===== src/rtl/frame_sequencer.sv =====
// Frame sequencer: steps an instruction address through a per-frame program,
// one instruction per dsp_clk cycle. Tracks completed frames and overruns,
// and switches program banks only at frame boundaries.
module frame_sequencer #(
    parameter int unsigned PC_WIDTH  = 11,
    parameter int unsigned BANK_BITS = 1,
    parameter int unsigned CNT_WIDTH = 16,
    parameter int unsigned FREE_RUN  = 0
) (
    input  logic                          dsp_clk,
    input  logic                          reset_n,
    input  logic                          frame_start,
    input  logic [PC_WIDTH:0]             prog_len,
    input  logic [BANK_BITS-1:0]          bank_req,
    input  logic                          bank_load,
    output logic [BANK_BITS+PC_WIDTH-1:0] instr_addr,
    output logic                          run,
    output logic                          frame_done,
    output logic                          overrun,
    output logic [CNT_WIDTH-1:0]          frame_count,
    output logic [CNT_WIDTH-1:0]          overrun_count,
    output logic [BANK_BITS-1:0]          active_bank
);

    typedef enum logic [0:0] {StIdle, StRun} state_e;

    localparam bit                  FreeRun = (FREE_RUN != 0);
    localparam logic [PC_WIDTH-1:0] PcOne   = PC_WIDTH'(1);
    localparam logic [PC_WIDTH:0]   LenOne  = (PC_WIDTH + 1)'(1);
    localparam logic [PC_WIDTH:0]   LenZero = '0;
    localparam logic [CNT_WIDTH-1:0] CntOne = CNT_WIDTH'(1);
    localparam logic [CNT_WIDTH-1:0] CntMax = '1;

    state_e                state_q, state_d;
    logic [PC_WIDTH-1:0]   pc_q, pc_d;
    logic [PC_WIDTH:0]     len_q, len_d;
    logic [BANK_BITS-1:0]  bank_q, bank_d;
    logic [BANK_BITS-1:0]  pend_q, pend_d;
    logic                  done_q, done_d;
    logic                  ovr_q, ovr_d;
    logic [CNT_WIDTH-1:0]  fcnt_q, fcnt_d;
    logic [CNT_WIDTH-1:0]  ocnt_q, ocnt_d;

    logic                  at_last;
    logic                  start_evt;
    logic                  launch;
    logic                  count_inc;
    logic [BANK_BITS-1:0]  next_bank;

    // Frame-boundary decode: last instruction, start event and whether it launches a frame
    always_comb begin
        at_last   = (state_q == StRun) && ({1'b0, pc_q} == (len_q - LenOne));
        // In free-run mode the program end (or idling) stands in for frame_start
        if (FreeRun) begin
            start_evt = (state_q == StIdle) || at_last;
        end else begin
            start_evt = frame_start;
        end
        launch    = start_evt && (prog_len != LenZero);
        // Free-run counts only frames actually launched; otherwise every pulse counts
        count_inc = FreeRun ? launch : frame_start;
        // A bank_load coinciding with the start wins over the older pending request
        next_bank = bank_load ? bank_req : pend_q;
    end

    // Next-state logic for the sequencer FSM, counters and pulses
    always_comb begin
        state_d = state_q;
        pc_d    = pc_q;
        len_d   = len_q;
        bank_d  = bank_q;
        pend_d  = bank_load ? bank_req : pend_q;
        done_d  = 1'b0;
        ovr_d   = 1'b0;
        fcnt_d  = count_inc ? (fcnt_q + CntOne) : fcnt_q;
        ocnt_d  = ocnt_q;

        unique case (state_q)
            StIdle: begin
                if (launch) begin
                    state_d = StRun;
                    pc_d    = '0;
                    len_d   = prog_len;
                    bank_d  = next_bank;
                end
            end
            StRun: begin
                if (start_evt) begin
                    if (at_last) begin
                        done_d = 1'b1;
                    end else begin
                        ovr_d = 1'b1;
                        if (ocnt_q != CntMax) begin
                            ocnt_d = ocnt_q + CntOne;
                        end
                    end
                    if (launch) begin
                        pc_d   = '0;
                        len_d  = prog_len;
                        bank_d = next_bank;
                    end else begin
                        // Restart with an empty program: nothing to run, fall back to idle
                        state_d = StIdle;
                        pc_d    = '0;
                        len_d   = '0;
                    end
                end else if (at_last) begin
                    state_d = StIdle;
                    done_d  = 1'b1;
                end else begin
                    pc_d = pc_q + PcOne;
                end
            end
            default: state_d = StIdle;
        endcase
    end

    // State and output registers
    always_ff @(posedge dsp_clk or negedge reset_n) begin
        if (!reset_n) begin
            state_q <= StIdle;
            pc_q    <= '0;
            len_q   <= '0;
            bank_q  <= '0;
            pend_q  <= '0;
            done_q  <= 1'b0;
            ovr_q   <= 1'b0;
            fcnt_q  <= '0;
            ocnt_q  <= '0;
        end else begin
            state_q <= state_d;
            pc_q    <= pc_d;
            len_q   <= len_d;
            bank_q  <= bank_d;
            pend_q  <= pend_d;
            done_q  <= done_d;
            ovr_q   <= ovr_d;
            fcnt_q  <= fcnt_d;
            ocnt_q  <= ocnt_d;
        end
    end

    assign instr_addr    = {bank_q, pc_q};
    assign run           = (state_q == StRun);
    assign frame_done    = done_q;
    assign overrun       = ovr_q;
    assign frame_count   = fcnt_q;
    assign overrun_count = ocnt_q;
    assign active_bank   = bank_q;

endmodule


===== config.mk =====
export PLATFORM = sky130hd
export DESIGN_NAME = frame_sequencer
export DESIGN_NICKNAME = d
export VERILOG_FILES = /design/src/rtl/frame_sequencer.sv
export SDC_FILE = /design/constraint.sdc
export NUM_CORES = 1
export LEC_CHECK = 0
export CORE_AREA = 3 3 96 98
export CTS_CLUSTER_DIAMETER = 40
export DETAILED_ROUTE_END_ITERATION = 10
export DIE_AREA = 0 0 99 101
export PLACE_DENSITY_LB_ADDON = 0.2
export SYNTH_ARGS = -nofsm -noshare
export SYNTH_HDL_FRONTEND = slang
export SYNTH_SLANG_ARGS = --single-unit

===== constraint.sdc =====
create_clock -name dsp_clk -period 2.7 [get_ports dsp_clk]
set_input_delay 0.81 -clock dsp_clk [delete_from_list [all_inputs] [get_ports dsp_clk]]
set_output_delay 0.81 -clock dsp_clk [all_outputs]
set_load 0.005 [all_outputs]

==> impl_metrics.json <==
{
  "rows": 34,
  "async_reset_ff_share_pct": 100.0,
  "endpoint": "overrun_count[1]",
  "antenna_found_initial": 0,
  "track_usage_pct": 17.97,
  "multiInputGateArea_um2": 1883,
  "grt_max_degree": 37,
  "via_per_inst": 5.326,
  "core_um2": 8551,
  "syn_inst": 346,
  "cts.reportedPaths.clkPinSlew_ps": 70,
  "synth.most_common_cell": "dfrtp_1",
  "drive_gt1_share_pct": 21.37,
  "path_max_fanout": 8,
  "initial_core_util_pct": 39.08,
  "ys_ff_latch": 60,
  "finalWorstSetupSlack_ps": -0.6510,
  "antennaDiodeCount": 0,
  "peakVddDrop_v": 0.0002969,
  "wl_per_cell_um": 15.76,
  "portBuffers": 64,
  "clkLatencyLatePin_ps": 340,
  "clock_skew_ps": 7.953,
  "dpl_cell_area_um2": 4325,
  "yosys.area.top_type": "dfrtp_1",
  "first_iter_violations": 156,
  "maxSlewHeadroom_pct": 42.95,
  "synth_top_area_share_pct": 44.93,
  "cts_made_buffers": 9,
  "r2r_slack_ps": -0.7,
  "seq_area_frac_synth_pct": 44.93,
  "drc_errors": 0,
  "post-route-util_pct": 55.59,
  "synth_area_leaders": "dfrtp_1, nand2_1, xnor2_1, xor2_1, nand3_1",
  "final_area_um2": 4753,
  "num_io_pins": 65,
  "yosysUniqueCellTypes": 58,
  "ys_warn_count": 0,
  "fillers": 777,
  "crit_path_end_kind": "flip-flop",
  "die_w_um": 99,
  "critPathRequiredTime_ps": 2920,
  "grt_pass1_wl_um": 14490,
  "period_share_pct": 100.0,
  "die-area_um2": 9999,
  "cp_data_arrival_time_ps": 2920,
  "cp-start-kind": "flip-flop",
  "cts_tree": "built",
  "drv_cap": 0,
  "grt_pass1_vias": 2945,
  "crit_type": "flip-flop to flip-flop",
  "syn-mean-instance-area_um2": 9.659,
  "die_h_um": 101,
  "place.detailed.hpwl_um": 6258,
  "drt_pre_antenna_iters": 5,
  "finalPower_mw": 2.696,
  "fin_nets": 470,
  "rsz0062_at_grt": "true",
  "numClockSinks": 60,
  "worst_slew_pin_slew_ps": 851.1,
  "p_leak_nw": 2.052,
  "violations": "setup timing",
  "p_per_area_nw_per_um2": 567.2,
  "hold_path.class": "primary input to asynchronous set/reset pin",
  "hold_ws_ps": 467.7,
  "synthToLayoutAreaGrowth_pct": 42.23,
  "antenna_left": 0,
  "timing.critical_path.from": "len_q[1]",
  "vias": 2993,
  "syn-cell-area_um2": 3342,
  "layout.area.seq_um2": 1501,
  "hold_buffers": 0,
  "synth_fp_nets": 367,
  "r2r-end": "overrun_count[1]",
  "cts_max_path_buffers": 2,
  "reg2reg_from": "len_q[1]",
  "synth_flop_cell": "dfrtp_1",
  "drt_wl_total_um": 8858,
  "gp_congestion": 0.8741,
  "layout_min_cycle_time_ps": 2701,
  "r2r.worst_path.cells": 8,
  "overflow": 0,
  "clock-root-buffer": "clkbuf_8",
  "final_max_slew_viol_count": 0,
  "fmax_ghz": 0.3703,
  "synth-edff-count": 0,
  "cts_max_level": 3,
  "status": "finished with violations",
  "setup_viol": 1,
  "hold_violations": 0,
  "yosys-top-cells-count": "dfrtp_1, nand2_1, nand3_1"
}
==> worst min path at each step <==
stage	slack (ps)	from	cells past startpoint	end
floorplan	470	pend_q	1	pend_q
global placement	460	frame_count[15]	1	frame_count[15]
detailed placement	470	frame_count[15]	1	frame_count[15]
CTS	480	frame_count[15]	1	frame_count[15]
global route	510	reset_n	1	frame_count[12]
finish	470	reset_n	1	frame_count[12]
==> critical path, cell delays in order (launching register included) <==
cell and delay, ps:
dfrtp_1 400, buf_6 130, or4_4 540, o21ai_2 120
or4b_4 490, a211oi_2 150, and4_4 350, nor3_4 60
mux2_4 330
==> cell families (layout without fill, tap and decap cells) <==
| kind of cell | after synthesis | count (layout) | share of synthesized area, % |
|---|---|---|---|
| simple gates | 169 | 169 | 27.85 |
| flops | 60 | 60 | 44.93 |
| compound gates | 43 | 43 | 9.622 |
| xor+xnor | 38 | 38 | 9.959 |
| buf+inv | 25 | 133 | 3.856 |
| mux | 7 | 7 | 2.284 |
| fa+ha+maj | 4 | 4 | 1.498 |
==> stage by stage <==
| step | instances | TNS [ps] | setup WS [ps] |
|---|---|---|---|
| final | 562 | -0.6510 | -0.6510 |
| after global routing | 562 | -930.0 | -82.09 |
| after CTS | 558 | -4.581 | -4.581 |
| after detailed placement | 541 | -382.5 | -61.70 |
| after global placement | 541 | -214.7 | -62.50 |
| after floorplan | 346 | 0 | 32.30 |
==> metal layers <==
layer	part of all wire (%)	GRT usage (%)	routed length, um
met3	4.6	3.737	409
met4	1.3	5.672	112
met1	46	25.13	4109
met2	48	27.94	4226
met5	0	0	0
==> registers in the layout, indices dropped and copies added (netlist names) <==
signal,cells
overrun_count,16
pend_q,1
active_bank,1
len_q,12
run,1
overrun,1
frame_count,16
pc_q,11
frame_done,1
==> repair_timing <==
item,4_1_cts,5_1_grt
buffers inserted,1,4
hold endpoints to repair,0,0
pin swaps,2,13
gates resized for setup,4,31
setup endpoints to repair,9,25
==> report_power, final <==
part	switching (mW)	internal [mW]
clock network	0.356	0.474
logic	0.275	0.419
registers	0.154	1.02
==> cells in the final DEF, fill, tap and decap left out, types with 3 or more instances in the layout <==
cell,count
ha_1,3
inv_1,7
mux2_2,4
o211ai_1,7
nand2b_1,5
buf_6,6
clkdlybuf4s50_1,63
and3_1,9
nor2_1,18
nand2_1,46
a21oi_1,3
or4_1,5
nand4_1,7
nand3_1,28
o31ai_1,4
dfrtp_1,60
nand4b_1,6
clkbuf_8,11
o21ai_0,9
nor3_2,3
nor3_1,8
nor4_1,6
xor2_1,19
buf_4,36
nor4_2,4
a21o_1,5
xnor2_1,19
==> cell type report <==
cell class	instances	area share, %
flip-flops and latches	60	31.59
multi-input cells	261	39.62
clock inverters	4	1.000
inverters	10	0.7897
clock buffers	12	3.264
well taps	108	2.843
repair buffers	107	20.90
Note: power is estimated with default switching activity, not from simulation.
